==> src/rtl/instr_fetch_queue_pkg.sv <==
// Shared constants and the queue entry layout for the instruction fetch queue.
package instr_fetch_queue_pkg;

  localparam int unsigned INSTR_W = 32;

  // Instruction presented to decode when the queue head is empty.
  localparam logic [INSTR_W-1:0] NOP = 32'h0000_0000;

  // Default first fetch address after reset.
  localparam logic [31:0] RESET_PC_DEFAULT = 32'h0000_0000;

  // One buffered fetch result: the address it came from and the word itself.
  typedef struct packed {
    logic [31:0]        pc;
    logic [INSTR_W-1:0] instr;
  } fetch_entry_t;

endpackage

==> src/rtl/instr_fetch_queue_fifo_sync.sv <==
// Synchronous FIFO with register-array storage, a registered head (a pushed
// entry appears at the head on the following cycle) and a synchronous flush.
module instr_fetch_queue_fifo_sync #(
  parameter int unsigned WIDTH = 64,
  parameter int unsigned DEPTH = 4
) (
  input  logic                     clk_i,
  input  logic                     rst_ni,
  input  logic                     flush_i,
  input  logic                     push_i,
  input  logic [WIDTH-1:0]         data_i,
  input  logic                     pop_i,
  output logic                     valid_o,
  output logic [WIDTH-1:0]         data_o,
  output logic [$clog2(DEPTH):0]   count_o
);

  localparam int unsigned PW = $clog2(DEPTH);
  localparam int unsigned CW = PW + 1;

  logic [WIDTH-1:0] mem_q [DEPTH];
  logic [PW-1:0]    rd_q, wr_q;
  logic [CW-1:0]    count_q;
  logic             do_push, do_pop;

  // Full/empty guards keep the pointers consistent even if a caller misbehaves.
  assign do_push = push_i && (count_q != CW'(DEPTH)) && !flush_i;
  assign do_pop  = pop_i && (count_q != '0) && !flush_i;

  // Pointer and occupancy bookkeeping; flush returns to the empty state.
  // NOTE: sequential state uses <= so every register updates from pre-edge values.
  always_ff @(posedge clk_i or negedge rst_ni) begin
    if (!rst_ni) begin
      rd_q    <= '0;
      wr_q    <= '0;
      count_q <= '0;
    end else if (flush_i) begin
      rd_q    <= '0;
      wr_q    <= '0;
      count_q <= '0;
    end else begin
      if (do_push) wr_q <= wr_q + 1'b1;
      if (do_pop)  rd_q <= rd_q + 1'b1;
      count_q <= count_q + CW'(do_push) - CW'(do_pop);
    end
  end

  // Entry storage; contents are only observed through valid_o.
  // NOTE: the storage array has no reset; stale entries are never visible because occupancy is reset.
  always_ff @(posedge clk_i) begin
    if (do_push) mem_q[wr_q] <= data_i;
  end

  assign valid_o = (count_q != '0);
  assign data_o  = mem_q[rd_q];
  assign count_o = count_q;

endmodule

==> src/rtl/instr_fetch_queue.sv <==
// Decoupled instruction fetch: owns the fetch PC, issues one outstanding
// req/ack fetch at a time, buffers {pc, instr} pairs and serves decode.
module instr_fetch_queue
  import instr_fetch_queue_pkg::*;
#(
  parameter int unsigned DEPTH    = 4,
  parameter logic [31:0] RESET_PC = RESET_PC_DEFAULT
) (
  input  logic                   clock_i,
  input  logic                   reset_ni,
  output logic                   mem_req_o,
  output logic [31:0]            mem_addr_o,
  input  logic                   mem_ack_i,
  input  logic [INSTR_W-1:0]     mem_rdata_i,
  input  logic                   redirect_i,
  input  logic [31:0]            redirect_pc_i,
  output logic                   instr_valid_o,
  output logic [INSTR_W-1:0]     instr_o,
  output logic [31:0]            instr_pc_o,
  input  logic                   instr_ready_i,
  output logic [$clog2(DEPTH):0] count_o
);

  localparam int unsigned CW = $clog2(DEPTH) + 1;

  logic [31:0]   fetch_pc_q, fetch_pc_d;
  logic [31:0]   addr_q, addr_d;
  logic          req_q, req_d;        // req_q doubles as the outstanding flag
  logic          discard_q, discard_d;
  logic          ack, push, pop;
  logic [CW-1:0] count, count_after;
  logic          head_valid;
  fetch_entry_t  head, wdata;
  logic          unused_rpc_lsb;

  assign unused_rpc_lsb = ^redirect_pc_i[1:0];

  assign ack   = req_q && mem_ack_i;
  // Redirect wins over both the returning word and a decode pop.
  assign push  = ack && !discard_q && !redirect_i;
  assign pop   = head_valid && instr_ready_i && !redirect_i;
  assign wdata = '{pc: addr_q, instr: mem_rdata_i};

  // Next fetch PC, discard flag and request issue decision.
  // NOTE: every always_comb output gets a default first so no latch is inferred.
  always_comb begin
    fetch_pc_d  = fetch_pc_q;
    discard_d   = discard_q;
    req_d       = req_q;
    addr_d      = addr_q;
    count_after = count;

    if (redirect_i) begin
      fetch_pc_d  = {redirect_pc_i[31:2], 2'b00};
      count_after = '0;
    end else begin
      if (push) fetch_pc_d = addr_q + 32'd4;
      count_after = count + CW'(push) - CW'(pop);
    end

    // A redirect while a word is still in flight must drop that word later.
    if (ack)                     discard_d = 1'b0;
    else if (redirect_i && req_q) discard_d = 1'b1;

    if (req_q && !mem_ack_i) begin
      // Request must stay stable on the bus until the memory accepts it.
      req_d  = 1'b1;
      addr_d = addr_q;
    end else begin
      // Issue only if a queue slot is guaranteed for the returning word.
      req_d  = (count_after < CW'(DEPTH));
      addr_d = fetch_pc_d;
    end
  end

  // Fetch controller registers.
  always_ff @(posedge clock_i or negedge reset_ni) begin
    if (!reset_ni) begin
      fetch_pc_q <= RESET_PC & ~32'h3;
      addr_q     <= RESET_PC & ~32'h3;
      req_q      <= 1'b0;
      discard_q  <= 1'b0;
    end else begin
      fetch_pc_q <= fetch_pc_d;
      addr_q     <= addr_d;
      req_q      <= req_d;
      discard_q  <= discard_d;
    end
  end

  instr_fetch_queue_fifo_sync #(
    .WIDTH ($bits(fetch_entry_t)),
    .DEPTH (DEPTH)
  ) u_queue (
    .clk_i   (clock_i),
    .rst_ni  (reset_ni),
    .flush_i (redirect_i),
    .push_i  (push),
    .data_i  (wdata),
    .pop_i   (pop),
    .valid_o (head_valid),
    .data_o  (head),
    .count_o (count)
  );

  assign mem_req_o     = req_q;
  assign mem_addr_o    = addr_q;
  assign instr_valid_o = head_valid;
  assign instr_o       = head_valid ? head.instr : NOP;
  assign instr_pc_o    = head_valid ? head.pc : 32'h0;
  assign count_o       = count;

endmodule

==> config.mk <==
export PLATFORM = sky130hd
export DESIGN_NAME = instr_fetch_queue
export DESIGN_NICKNAME = d
export VERILOG_FILES = /design/src/rtl/instr_fetch_queue_pkg.sv /design/src/rtl/instr_fetch_queue_fifo_sync.sv /design/src/rtl/instr_fetch_queue.sv
export SDC_FILE = /design/constraint.sdc
export NUM_CORES = 1
export LEC_CHECK = 0
export CORE_ASPECT_RATIO = 1.4
export CORE_MARGIN = 2
export CORE_UTILIZATION = 55
export CTS_CLUSTER_SIZE = 24
export DETAILED_ROUTE_END_ITERATION = 10
export DONT_BUFFER_PORTS = 1
export GPL_TIMING_DRIVEN = 0
export PLACE_DENSITY = 0.73
export SETUP_SLACK_MARGIN = 0.05
export SLEW_MARGIN = 10
export SYNTH_ARGS = -nofsm -noshare
export SYNTH_HDL_FRONTEND = slang
export SYNTH_SLANG_ARGS = --single-unit
==> constraint.sdc <==
create_clock -name clock_i -period 4.58 [get_ports clock_i]
set_input_delay 0.229 -clock clock_i [delete_from_list [all_inputs] [get_ports clock_i]]
set_output_delay 0.229 -clock clock_i [all_outputs]
set_load 0.05 [all_outputs]
# Yosys cells after proc, flatten, opt, wreduce, memory -nomap -nowiden
# Memories as Yosys holds them, arrays and structs flattened.
# Cells that the tools add are included.
# Widths: inputs -> output; s select.
word_totals:
  reg_bits: 73
  ramBits: 256
  in_bits: 69
  output_inout_bits: 101
  elab_cells: 50
  n_memories: 1
memory_table:
  columns: ["memory", "depth", "word_bits", "rd", "rd_clocked_by_memory_dff", "wr", "line", "rtl"]
  rows:
  - ["u_queue.mem_q", 4, 64, 1, 0, 1, "instr_fetch_queue_fifo_sync.sv:21", "logic [WIDTH-1:0] mem_q [DEPTH];"]
op_classes:
  addsub: 7
  magnitude_cmp: 1
  n_eq_ne: 1
  mux: 15
  n_reduce_logical: 18
ops:
  columns: ["operator", "n"]
  rows:
  - ["$mux 32", 4]
  - ["$add 32x3->32 const B", 1]
  - ["$logic_and 1x1->1", 11]
  - ["$mux 2", 4]
  - ["$add 3x1->3", 2]
  - ["$mux 3", 2]
  - ["$reduce_bool 2->1", 3]
  - ["$sub 3x1->3", 2]
  - ["$mux 1", 5]
  - ["$add 2x1->2 const B", 2]
  - ["$logic_not 1->1", 3]
  - ["$lt 3x3->1 const B", 1]
  - ["$ne 3x3->1 const B", 1]
  - ["$reduce_bool 3->1", 1]

# Longest topological paths before layout
# Gate-level depths: netlist of the first run.
depth:
  ltp_word: 8
  ltp_mapped: 11
  mapped_depth_nobuf: 10

# Modules after synthesis
# A second synthesis of the first run with hierarchy kept.
unflattened:
  cells_unflattened: 840
  hier_area_um2: 13819.5
modules_own_cells:
  columns: ["module", "instances", "cells_per_inst", "area_per_inst_um2", "seq_area_each_um2"]
  rows:
  - ["instr_fetch_queue_fifo_sync", 1, 381, 9698.1, 7862.5]
  - ["instr_fetch_queue", 1, 459, 4121.5, 1651.6]

# Worst setup path before layout of the first run
# Ideal clock, no wire load.
synth_timing:
  path_kind: "register -> register"
  from: "reg req_q, in the netlist mem_req_o"
  to: "mem u_queue.mem_q[0][0], enable pin"
  setup_ps: 429
  t_arrival_ps: 3123
  required_ps: 4151
  path_slack_ps: 1028
  stages_incl_launch_ff: 6
  path_buffers: 2
  period_less_slack_ps: 3552
  cell_sequence: "dfrtp_1 -> buf_2 -> nand4bb_1 -> clkbuf_1 -> a31oi_1 -> and2_1"
synth_via:
  elab_chain_len: 7
synth_lines:
  columns: ["element", "line", "rtl"]
  rows:
  - ["start, declared", "instr_fetch_queue.sv:28", "logic req_q, req_d;"]
  - ["start signal, assigned", "instr_fetch_queue.sv:86", "req_q <= req_d;"]
  - ["$logic_and 1x1->1", "instr_fetch_queue.sv:38", "assign ack = req_q && mem_ack_i;"]
  - ["$logic_and 1x1->1 (2 in a row)", "instr_fetch_queue.sv:40", "assign push = ack && !discard_q && !redirect_i;"]
  - ["$logic_and 1x1->1 (2 in a row)", "instr_fetch_queue_fifo_sync.sv:27", "assign do_push = push_i && (count_q != CW'(DEPTH)) && !flush_i;"]
  - ["$mux 1", "instr_fetch_queue_fifo_sync.sv:51", "if (do_push) mem_q[wr_q] <= data_i;"]
  - ["$mux 1 (not written as such)", "instr_fetch_queue_fifo_sync.sv:51", null]
  - ["end, declared", "instr_fetch_queue_fifo_sync.sv:21", null]
# No other way between the ends.

# Worst setup path after layout of the first run
layout_timing:
  from: "reg u_queue.count_q[1], in the netlist u_queue.count_o[1]"
  to: "out instr_o[30]"
layout_via:
  elab_chain_len: 2
layout_lines:
  columns: ["element", "line", "rtl"]
  rows:
  - ["start, declared", "instr_fetch_queue_fifo_sync.sv:23", "logic [CW-1:0] count_q;"]
  - ["start signal, assigned", "instr_fetch_queue_fifo_sync.sv:44", "count_q <= count_q + CW'(do_push) - CW'(do_pop);"]
  - ["$reduce_bool 3->1", "instr_fetch_queue_fifo_sync.sv:54", "assign valid_o = (count_q != '0);"]
  - ["$mux 32", "instr_fetch_queue.sv:109", "assign instr_o = head_valid ? head.instr : NOP;"]
  - ["end, declared", "instr_fetch_queue.sv:18", "output logic [INSTR_W-1:0] instr_o,"]
# No other way between the ends.

==> impl_metrics.xml, run 1 <==
<?xml version="1.0" encoding="UTF-8"?>
<metrics>
  <group name="outcome">
    <metric name="status" unit="">finished, final reports clean</metric>
  </group>
  <group name="clocking">
    <metric name="ctsResizeCount" unit="">0</metric>
    <metric name="cts-hold-fix-buffers" unit="">66</metric>
    <metric name="tritoncts" unit="">done</metric>
    <metric name="insertion_delay" unit="ns">0.55</metric>
    <metric name="cts.sinks" unit="">329</metric>
    <metric name="cts_buffers" unit="">30</metric>
    <metric name="ctsHtreeMaxLevel" unit="">1</metric>
    <metric name="cts-root-buf" unit="">clkbuf_16</metric>
    <metric name="cts.clk_slew.worst_paths" unit="ns">0.07</metric>
    <metric name="post-cts-setup-buffers" unit="">0</metric>
    <metric name="max-clock-path-buffers" unit="">3</metric>
  </group>
  <group name="flow_run">
    <metric name="drv_cap" unit="">0</metric>
  </group>
  <group name="final_layout">
    <metric name="mostFrequentLayoutCells" unit="">edfxtp_1 (256), dfrtp_1 (73), dlygate4sd3_1 (65)</metric>
    <metric name="final_net_count" unit="">1020</metric>
    <metric name="finish.utilization" unit="%">64.8</metric>
    <metric name="final-instance-count-excl-fill" unit="">1281</metric>
    <metric name="area.growth.synth_to_final" unit="%">16.5</metric>
    <metric name="share_of_final_layout_standard_cells_stronger_than_drive_strength_1" unit="%">16.1</metric>
    <metric name="final_common_cell" unit="">edfxtp_1</metric>
    <metric name="postLayoutCellArea" unit="sq mm">0.0159</metric>
  </group>
  <group name="placement">
    <metric name="hpwl" unit="um">18900</metric>
    <metric name="gp_congestion" unit="">0.833</metric>
    <metric name="placement.cell_area" unit="sq mm">0.0141</metric>
    <metric name="dpl.cell_count" unit="">1158</metric>
    <metric name="port_buffer_cells" unit="">0</metric>
  </group>
  <group name="power">
    <metric name="cellPowerDensity" unit="mW/mm^2">649</metric>
    <metric name="max-vdd-ir-drop" unit="uV">445</metric>
    <metric name="static-leakage-power" unit="nW">5.50</metric>
  </group>
  <group name="setup_path">
    <metric name="cpPeakStageDelay" unit="ns">0.77</metric>
    <metric name="worst-endpoint-required" unit="ns">4.35</metric>
    <metric name="worstSetupEndpointType" unit="">output pin</metric>
    <metric name="start_kind" unit="">flop</metric>
    <metric name="critical_path_class" unit="">reg -&gt; out</metric>
    <metric name="cp.buffers_inverters" unit="">2</metric>
    <metric name="cp_slowest_cell" unit="">dfrtp_1</metric>
    <metric name="crit_chain" unit="">or3_1 -&gt; clkbuf_1 -&gt; clkbuf_1 -&gt; and2_1</metric>
    <metric name="path_delay_family" unit="">buffers and inverters</metric>
    <metric name="timing.critical_path.fanout_max" unit="">10</metric>
    <metric name="crit_arrival" unit="ns">3.21</metric>
    <metric name="cp_common_cell" unit="">clkbuf_1</metric>
  </group>
  <group name="timing">
    <metric name="remaining_max_slew_budget_at_the_tightest_pin" unit="%">27.9</metric>
    <metric name="worst_clock_skew" unit="ns">0.0129</metric>
    <metric name="timing_max_transition_violations_final" unit="">0</metric>
    <metric name="max_freq" unit="MHz">291</metric>
    <metric name="tightestPinTransition" unit="ns">1.08</metric>
    <metric name="rsz0062_at_grt" unit="">false</metric>
    <metric name="min_period_over_period" unit="%">75.1</metric>
    <metric name="period_needed" unit="ns">3.44</metric>
    <metric name="report.final.setup_viol" unit="">0</metric>
    <metric name="timing.final.hold_violations" unit="">0</metric>
    <metric name="whs" unit="ns">0.108</metric>
  </group>
  <group name="global_route">
    <metric name="grt_max_degree" unit="">74</metric>
    <metric name="grt_remaining_overflow" unit="">0</metric>
    <metric name="antenna_found_initial" unit="">1</metric>
    <metric name="grt_pass1_vias" unit="">7877</metric>
    <metric name="global_route_wire_length_before_repair" unit="um">45200</metric>
    <metric name="gr-usage-all-layers" unit="%">23.1</metric>
  </group>
  <group name="logic_synthesis">
    <metric name="synthesis.instances" unit="">839</metric>
    <metric name="post_synth_arst_share" unit="%">22.2</metric>
    <metric name="synth.distinct_cells" unit="">54</metric>
    <metric name="flip_flop_and_latch_count_after_synthesis" unit="">329</metric>
    <metric name="post_synth_instance_area" unit="sq mm">0.0136</metric>
    <metric name="synth_edf_count" unit="">256</metric>
    <metric name="avgSynthCellArea" unit="sq um">16.2</metric>
    <metric name="synth.yosys.warnings" unit="">0</metric>
    <metric name="synthesized_net_count" unit="">918</metric>
    <metric name="dominantRegCellSynth" unit="">edfxtp_1</metric>
    <metric name="yosysSeqAreaShare" unit="%">69.8</metric>
  </group>
  <group name="floorplan">
    <metric name="die_height" unit="um">190</metric>
    <metric name="starting_utilization_of_the_core_area" unit="%">55.6</metric>
    <metric name="chip_width" unit="um">137</metric>
    <metric name="i_o_pins" unit="">170</metric>
    <metric name="core.rowCount" unit="">68</metric>
    <metric name="die-area" unit="sq mm">0.0261</metric>
    <metric name="placeableCoreArea" unit="sq mm">0.0245</metric>
  </group>
  <group name="detailed_routing">
    <metric name="drt_first_pass_iters" unit="">5</metric>
    <metric name="detail_route.iter0.violations" unit="">585</metric>
    <metric name="totalWireLength" unit="um">29800</metric>
    <metric name="detailed_route_drc_error_count" unit="">0</metric>
    <metric name="detail-route-antenna-nets" unit="">0</metric>
    <metric name="routed_length_per_instance" unit="um">23.3</metric>
    <metric name="detail_route.vias_per_cell" unit="">5.97</metric>
    <metric name="vias" unit="">7642</metric>
  </group>
  <group name="hold_path">
    <metric name="timing.hold.worst.class" unit="">in -&gt; reg</metric>
  </group>
</metrics>
[worst paths after layout]
| kind | start | end | slack, ns | cells past startpoint |
|---|---|---|---|---|
| max | u_queue.count_o[1] | instr_o[30] | 1.14 | 4 |
| min | mem_ack_i | mem_addr_o[30] | 0.11 | 4 |
| max reg2reg | u_queue.count_o[1] | mem_req_o | 1.23 | 10 |
| min reg2reg | fetch_pc_q[1] | fetch_pc_q[1] | 0.54 | 2 |
| max in group asynchronous | reset_ni | u_queue.wr_q[0] | 4.05 | 2 |
| min in group asynchronous | reset_ni | mem_addr_o[6] | 0.20 | 2 |
[metrics by stage]
stage	setup TNS (ns)	power, mW	worst slack [ns]
after floorplan	0	7.03	1.03
after global placement	-131.32	7.63	-0.570
after detailed placement	0	7.69	1.27
after CTS	0	10.4	1.08
after global routing	0	10.7	0.972
final	0	10.3	1.14
[state kept, by name (all words and copies together) (netlist names)]
name             count
u_queue.wr_q         2
discard_q            1
u_queue.rd_q         2
mem_req_o            1
fetch_pc_q          32
mem_addr_o          32
u_queue.count_o      3
u_queue.mem_q      256
[power breakdown]
part           leakage (nW)  internal, mW  switching [mW]
Sequential             3.23          3.69           0.900
Clock                 0.506          1.57            1.05
Combinational          1.77         0.918            2.17
[cell type report]
| cell class | instances | area (sq um) |
|---|---|---|
| Sequential cell | 329 | 9510 |
| Fill cell | 1738 | 8630 |
| Multi-Input combinational cell | 449 | 3870 |
| Tap cell | 315 | 394 |
| Inverter | 13 | 48.8 |
| Buffer | 48 | 201 |
| Clock inverter | 19 | 255 |
| Antenna cell | 2 | 5.00 |
| Timing Repair Buffer | 70 | 788 |
| Clock buffer | 36 | 795 |
[synthesized netlist by cell type, types with 4 or more instances]
cell type | instances | area [sq um]
a31oi_1 | 7 | 43.8
nor2_1 | 42 | 158
xor2_1 | 13 | 114
xnor2_1 | 12 | 105
dfrtp_1 | 73 | 1830
edfxtp_1 | 256 | 7690
nand4_1 | 11 | 68.8
clkbuf_1 | 30 | 113
nand2_1 | 62 | 233
mux2i_1 | 8 | 80.1
inv_1 | 13 | 48.8
nand3_1 | 16 | 80.1
mux4_2 | 64 | 1440
and2_1 | 68 | 425
or3_1 | 5 | 31.3
a21oi_1 | 29 | 145
ha_1 | 9 | 113
buf_1 | 6 | 22.5
o21ai_0 | 27 | 135
a221oi_1 | 4 | 35.0
and3_1 | 5 | 31.3
o31ai_1 | 4 | 30.0
buf_2 | 11 | 55.1
o221ai_1 | 5 | 43.8
a21o_1 | 5 | 37.5
mux2_2 | 12 | 135
[cell families after synthesis]
group | share of synthesized area, %
muxes | 12.3
DFF | 69.8
buffers and inverters | 1.84
adders and majority gates | 0.973
AOI/OAI and AO/OA | 4.40
and+or+nand+nor | 9.10
xor gates and xnor gates | 1.61
[tightest hold or removal path, delay by kind of cell]
| family | cells | cell delay, ns |
|---|---|---|
| AOI/OAI and AO/OA | 3 | 0.34 |
| and+or+nand+nor | 1 | 0.06 |
[metal layers]
layer / track usage, % / routed length (um)
met5: 0 / 0
met4: 8.45 / 1020
met3: 4.65 / 2140
met2: 40.6 / 15700
met1: 28.0 / 11000
Note: power is estimated with default switching activity, not from simulation.
==> inputs of run 2 (changes only) <==
--- a/config.mk
+++ b/config.mk
@@ -5,6 +5,7 @@
 export SDC_FILE = /design/constraint.sdc
 export NUM_CORES = 1
 export LEC_CHECK = 0
+export ABC_AREA = 1
 export CORE_ASPECT_RATIO = 1.4
 export CORE_MARGIN = 2
 export CORE_UTILIZATION = 55
@@ -12,7 +13,7 @@
 export DETAILED_ROUTE_END_ITERATION = 10
 export DONT_BUFFER_PORTS = 1
 export GPL_TIMING_DRIVEN = 0
-export PLACE_DENSITY = 0.73
+export PLACE_DENSITY = 0.76
 export SETUP_SLACK_MARGIN = 0.05
 export SLEW_MARGIN = 10
 export SYNTH_ARGS = -nofsm -noshare
==> constraint.sdc (replaced) <==
create_clock -name clock_i -period 3 [get_ports clock_i]
set_input_delay 0.15 -clock clock_i [delete_from_list [all_inputs] [get_ports clock_i]]
set_output_delay 0.15 -clock clock_i [all_outputs]
set_load 0.05 [all_outputs]
==> run 2 against run 1 <==
Against the previous run:
- cell count rose by 41%
- die area rose by 2.8%
- cell area rose by 4.7%
- critical path depth rose by 2
- non-clock buffer count rose by 40
- hold slack got worse by 0.073 ns
- synthesized cell count rose by 60%
- global-route usage rose by 3.0 points
- sequential share of layout area fell by 2.6 points
- core utilization rose by 1.1 points
- first-iteration DRC count rose by 4.6%
- critical path type unchanged
==> impl_metrics.xml, run 2 <==
<?xml version="1.0" encoding="UTF-8"?>
<metrics>
  <group name="clocking">
    <metric name="cts.clk_slew.worst_paths" unit="ns">0.06</metric>
    <metric name="max-clock-path-buffers" unit="">3</metric>
    <metric name="cts-root-buf" unit="">clkbuf_16</metric>
    <metric name="cts_buffers" unit="">29</metric>
    <metric name="ctsHtreeMaxLevel" unit="">1</metric>
    <metric name="tritoncts" unit="">done</metric>
    <metric name="insertion_delay" unit="ns">0.55</metric>
    <metric name="cts.sinks" unit="">329</metric>
  </group>
  <group name="floorplan">
    <metric name="chip_width" unit="um">139</metric>
    <metric name="die-area" unit="sq mm">0.0268</metric>
    <metric name="core.rowCount" unit="">69</metric>
    <metric name="i_o_pins" unit="">170</metric>
    <metric name="starting_utilization_of_the_core_area" unit="%">55.6</metric>
    <metric name="die_height" unit="um">193</metric>
    <metric name="placeableCoreArea" unit="sq mm">0.0252</metric>
  </group>
  <group name="logic_synthesis">
    <metric name="synth_edf_count" unit="">256</metric>
    <metric name="post_synth_instance_area" unit="sq mm">0.0140</metric>
    <metric name="synth.top_cells.by_count" unit="">nor2_1 (317), edfxtp_1 (256), nand2_1 (244)</metric>
    <metric name="post_synth_arst_share" unit="%">22.2</metric>
    <metric name="dominantRegCellSynth" unit="">edfxtp_1</metric>
    <metric name="most_frequent_cell_after_synthesis" unit="">nor2_1</metric>
    <metric name="synthesis.instances" unit="">1341</metric>
    <metric name="fraction_of_synthesized_cell_area_taken_by_the_top_area_cell_type" unit="%">54.9</metric>
    <metric name="synthesized_net_count" unit="">1420</metric>
    <metric name="yosysSeqAreaShare" unit="%">67.9</metric>
    <metric name="synth.distinct_cells" unit="">34</metric>
    <metric name="synth.top_cells.by_area" unit="">edfxtp_1 (55%), dfrtp_1 (13%), nor2_1 (8.5%)</metric>
    <metric name="netlist.top_cell.by_area" unit="">edfxtp_1</metric>
    <metric name="flip_flop_and_latch_count_after_synthesis" unit="">329</metric>
    <metric name="synth.yosys.warnings" unit="">0</metric>
    <metric name="avgSynthCellArea" unit="sq um">10.4</metric>
  </group>
  <group name="final_layout">
    <metric name="postLayoutCellArea" unit="sq mm">0.0166</metric>
    <metric name="final_common_cell" unit="">nor2_1</metric>
    <metric name="registers.top_by_ff_count" unit="">u_queue.mem_q</metric>
    <metric name="share_of_final_layout_standard_cells_stronger_than_drive_strength_1" unit="%">13.3</metric>
    <metric name="final_net_count" unit="">1542</metric>
    <metric name="n_antenna_cell" unit="">0</metric>
    <metric name="largest_register_ffs" unit="">256</metric>
    <metric name="area.growth.synth_to_final" unit="%">18.6</metric>
    <metric name="mostFrequentLayoutCells" unit="">nor2_1 (313), edfxtp_1 (256), nand2_1 (243)</metric>
  </group>
  <group name="global_route">
    <metric name="grt_remaining_overflow" unit="">0</metric>
    <metric name="global_route_wire_length_before_repair" unit="um">53700</metric>
    <metric name="gr-usage-all-layers" unit="%">26.0</metric>
    <metric name="grt_pass1_vias" unit="">10200</metric>
    <metric name="grt_max_degree" unit="">74</metric>
    <metric name="antenna_found_initial" unit="">0</metric>
  </group>
  <group name="timing">
    <metric name="rsz0062_at_grt" unit="">true</metric>
    <metric name="worst_clock_skew" unit="ns">0.0181</metric>
    <metric name="min_period_over_period" unit="%">95.0</metric>
    <metric name="max_freq" unit="MHz">351</metric>
    <metric name="report.final.setup_viol" unit="">0</metric>
    <metric name="period_needed" unit="ns">2.85</metric>
    <metric name="tightestPinTransition" unit="ns">0.907</metric>
    <metric name="remaining_max_slew_budget_at_the_tightest_pin" unit="%">39.5</metric>
    <metric name="setup-tns-final" unit="ns">0</metric>
    <metric name="timing_max_transition_violations_final" unit="">0</metric>
    <metric name="whs" unit="ns">0.0350</metric>
    <metric name="timing.final.hold_violations" unit="">0</metric>
  </group>
  <group name="power">
    <metric name="cellPowerDensity" unit="mW/mm^2">938</metric>
    <metric name="max-vdd-ir-drop" unit="uV">701</metric>
    <metric name="sequential_share_of_power" unit="%">43.0</metric>
    <metric name="switching_power" unit="mW">6.87</metric>
    <metric name="clock_power_share" unit="%">23.6</metric>
    <metric name="netSwitchingFraction" unit="%">44.1</metric>
    <metric name="p_int" unit="mW">8.72</metric>
    <metric name="power.share.combinational" unit="%">33.4</metric>
    <metric name="static-leakage-power" unit="nW">6.18</metric>
  </group>
  <group name="setup_path">
    <metric name="worstSetupEndpointType" unit="">output pin</metric>
    <metric name="cp_common_cell" unit="">buf_2</metric>
    <metric name="start_kind" unit="">flop</metric>
    <metric name="critical_path_class" unit="">reg -&gt; out</metric>
    <metric name="crit_arrival" unit="ns">2.70</metric>
    <metric name="cpPeakStageDelay" unit="ns">0.54</metric>
    <metric name="worst-endpoint-required" unit="ns">2.85</metric>
    <metric name="cp_slowest_cell" unit="">dfrtp_2</metric>
    <metric name="timing.critical_path.fanout_max" unit="">10</metric>
    <metric name="crit_chain" unit="">inv_1 -&gt; nand2_1 -&gt; nor2_1 -&gt; buf_2 -&gt; buf_2 -&gt; a21oi_2</metric>
  </group>
  <group name="detailed_routing">
    <metric name="detail_route.iter0.violations" unit="">612</metric>
    <metric name="routed_length_per_instance" unit="um">19.5</metric>
    <metric name="totalWireLength" unit="um">35100</metric>
    <metric name="vias" unit="">10100</metric>
    <metric name="detailed_route_drc_error_count" unit="">0</metric>
    <metric name="detail-route-antenna-nets" unit="">0</metric>
    <metric name="detail_route.vias_per_cell" unit="">5.58</metric>
    <metric name="drt_first_pass_iters" unit="">5</metric>
  </group>
  <group name="outcome">
    <metric name="status" unit="">finished, final reports clean</metric>
  </group>
  <group name="placement">
    <metric name="placement.cell_area" unit="sq mm">0.0146</metric>
    <metric name="hpwl" unit="um">23100</metric>
    <metric name="port_buffer_cells" unit="">0</metric>
    <metric name="gp_congestion" unit="">0.908</metric>
  </group>
  <group name="flow_run">
    <metric name="drv_cap" unit="">0</metric>
  </group>
  <group name="hold_path">
    <metric name="timing.hold.worst.class" unit="">in -&gt; reg</metric>
  </group>
</metrics>
-- run 2: path summary, 6_finish.rpt --
| path | from | end | slack (ns) | cells after the start |
|---|---|---|---|---|
| min in group asynchronous | reset_ni | mem_addr_o[22] | 0.16 | 2 |
| setup reg to reg | mem_req_o | u_queue.mem_q[3][30] | 0.22 | 7 |
| max in group asynchronous | reset_ni | mem_addr_o[3] | 2.49 | 2 |
| setup / recovery | u_queue.count_o[1] | instr_pc_o[21] | 0.15 | 6 |
| hold / removal | redirect_i | fetch_pc_q[5] | 0.03 | 3 |
| hold reg to reg | fetch_pc_q[5] | fetch_pc_q[5] | 0.53 | 2 |
-- run 2: layout make-up --
type / instances / area, sq um
Buffer: 67 / 307
Clock buffer: 34 / 744
Clock inverter: 19 / 196
Fill cell: 1818 / 8600
Inverter: 59 / 221
Multi-Input combinational cell: 886 / 4250
Sequential cell: 329 / 9520
Tap cell: 319 / 399
Timing Repair Buffer: 91 / 976
-- run 2: repair_timing --
action                                  in CTS  in global routing
resized for setup                           73                  3
pin swaps                                    1                  3
endpoints found under the hold margin      263                  0
buffers inserted                             4                  9
endpoints found under the setup margin      96                162
hold buffers                                70                  0
-- run 2: kinds of logic after synthesis --
| group | Yosys count | synth area share [%] |
|---|---|---|
| AO/OA/AOI/OAI | 248 | 9.27 |
| adder cells (fa/ha/maj) | 10 | 0.947 |
| buffers and inverters | 126 | 3.71 |
| XOR/XNOR | 8 | 0.500 |
| AND/OR/NAND/NOR | 620 | 17.7 |
| flip-flops | 329 | 67.9 |
-- run 2: metal layers --
metal  vias up  routed length, um  part of all wire, %  GRT usage [%]
li1       4748                  -                    -              -
met1      4874              12900                   37           29.4
met2       350              18500                   53           48.1
met3        95               1990                  5.7           3.97
met4         0               1730                  4.9           13.1
met5         -                  0                    0              0
-- run 2: stage by stage --
stage	utilization (%)	std cells	power, mW	setup slack [ns]
2_1_floorplan	-	1341	10.3	-0.518
3_3_place_gp	57.2	1660	11.4	-1.92
3_5_place_dp	57.9	1668	11.5	-0.166
4_1_cts	65.6	1795	15.6	0.0700
5_1_grt	65.9	1804	16.2	0.00768
6_report	65.9	1804	15.6	0.149
-- run 2: worst max-delay path, delay by kind of cell, from the launching register on --
family	cells	cell delay (ns)
compound gates	1	0.22
flops	1	0.54
buf+inv	3	1.03
simple gates	2	0.36
-- run 2: power by group through the flow --
stage          clock network (mW)  logic [mW]  registers, mW
4_1_cts                      3.71        5.19           6.69
6_report                     3.68        5.20           6.70
2_1_floorplan                   0        3.76           6.55
3_3_place_gp                    0        4.58           6.78
3_5_place_dp                    0        4.71           6.78
5_1_grt                      3.89        5.56           6.77
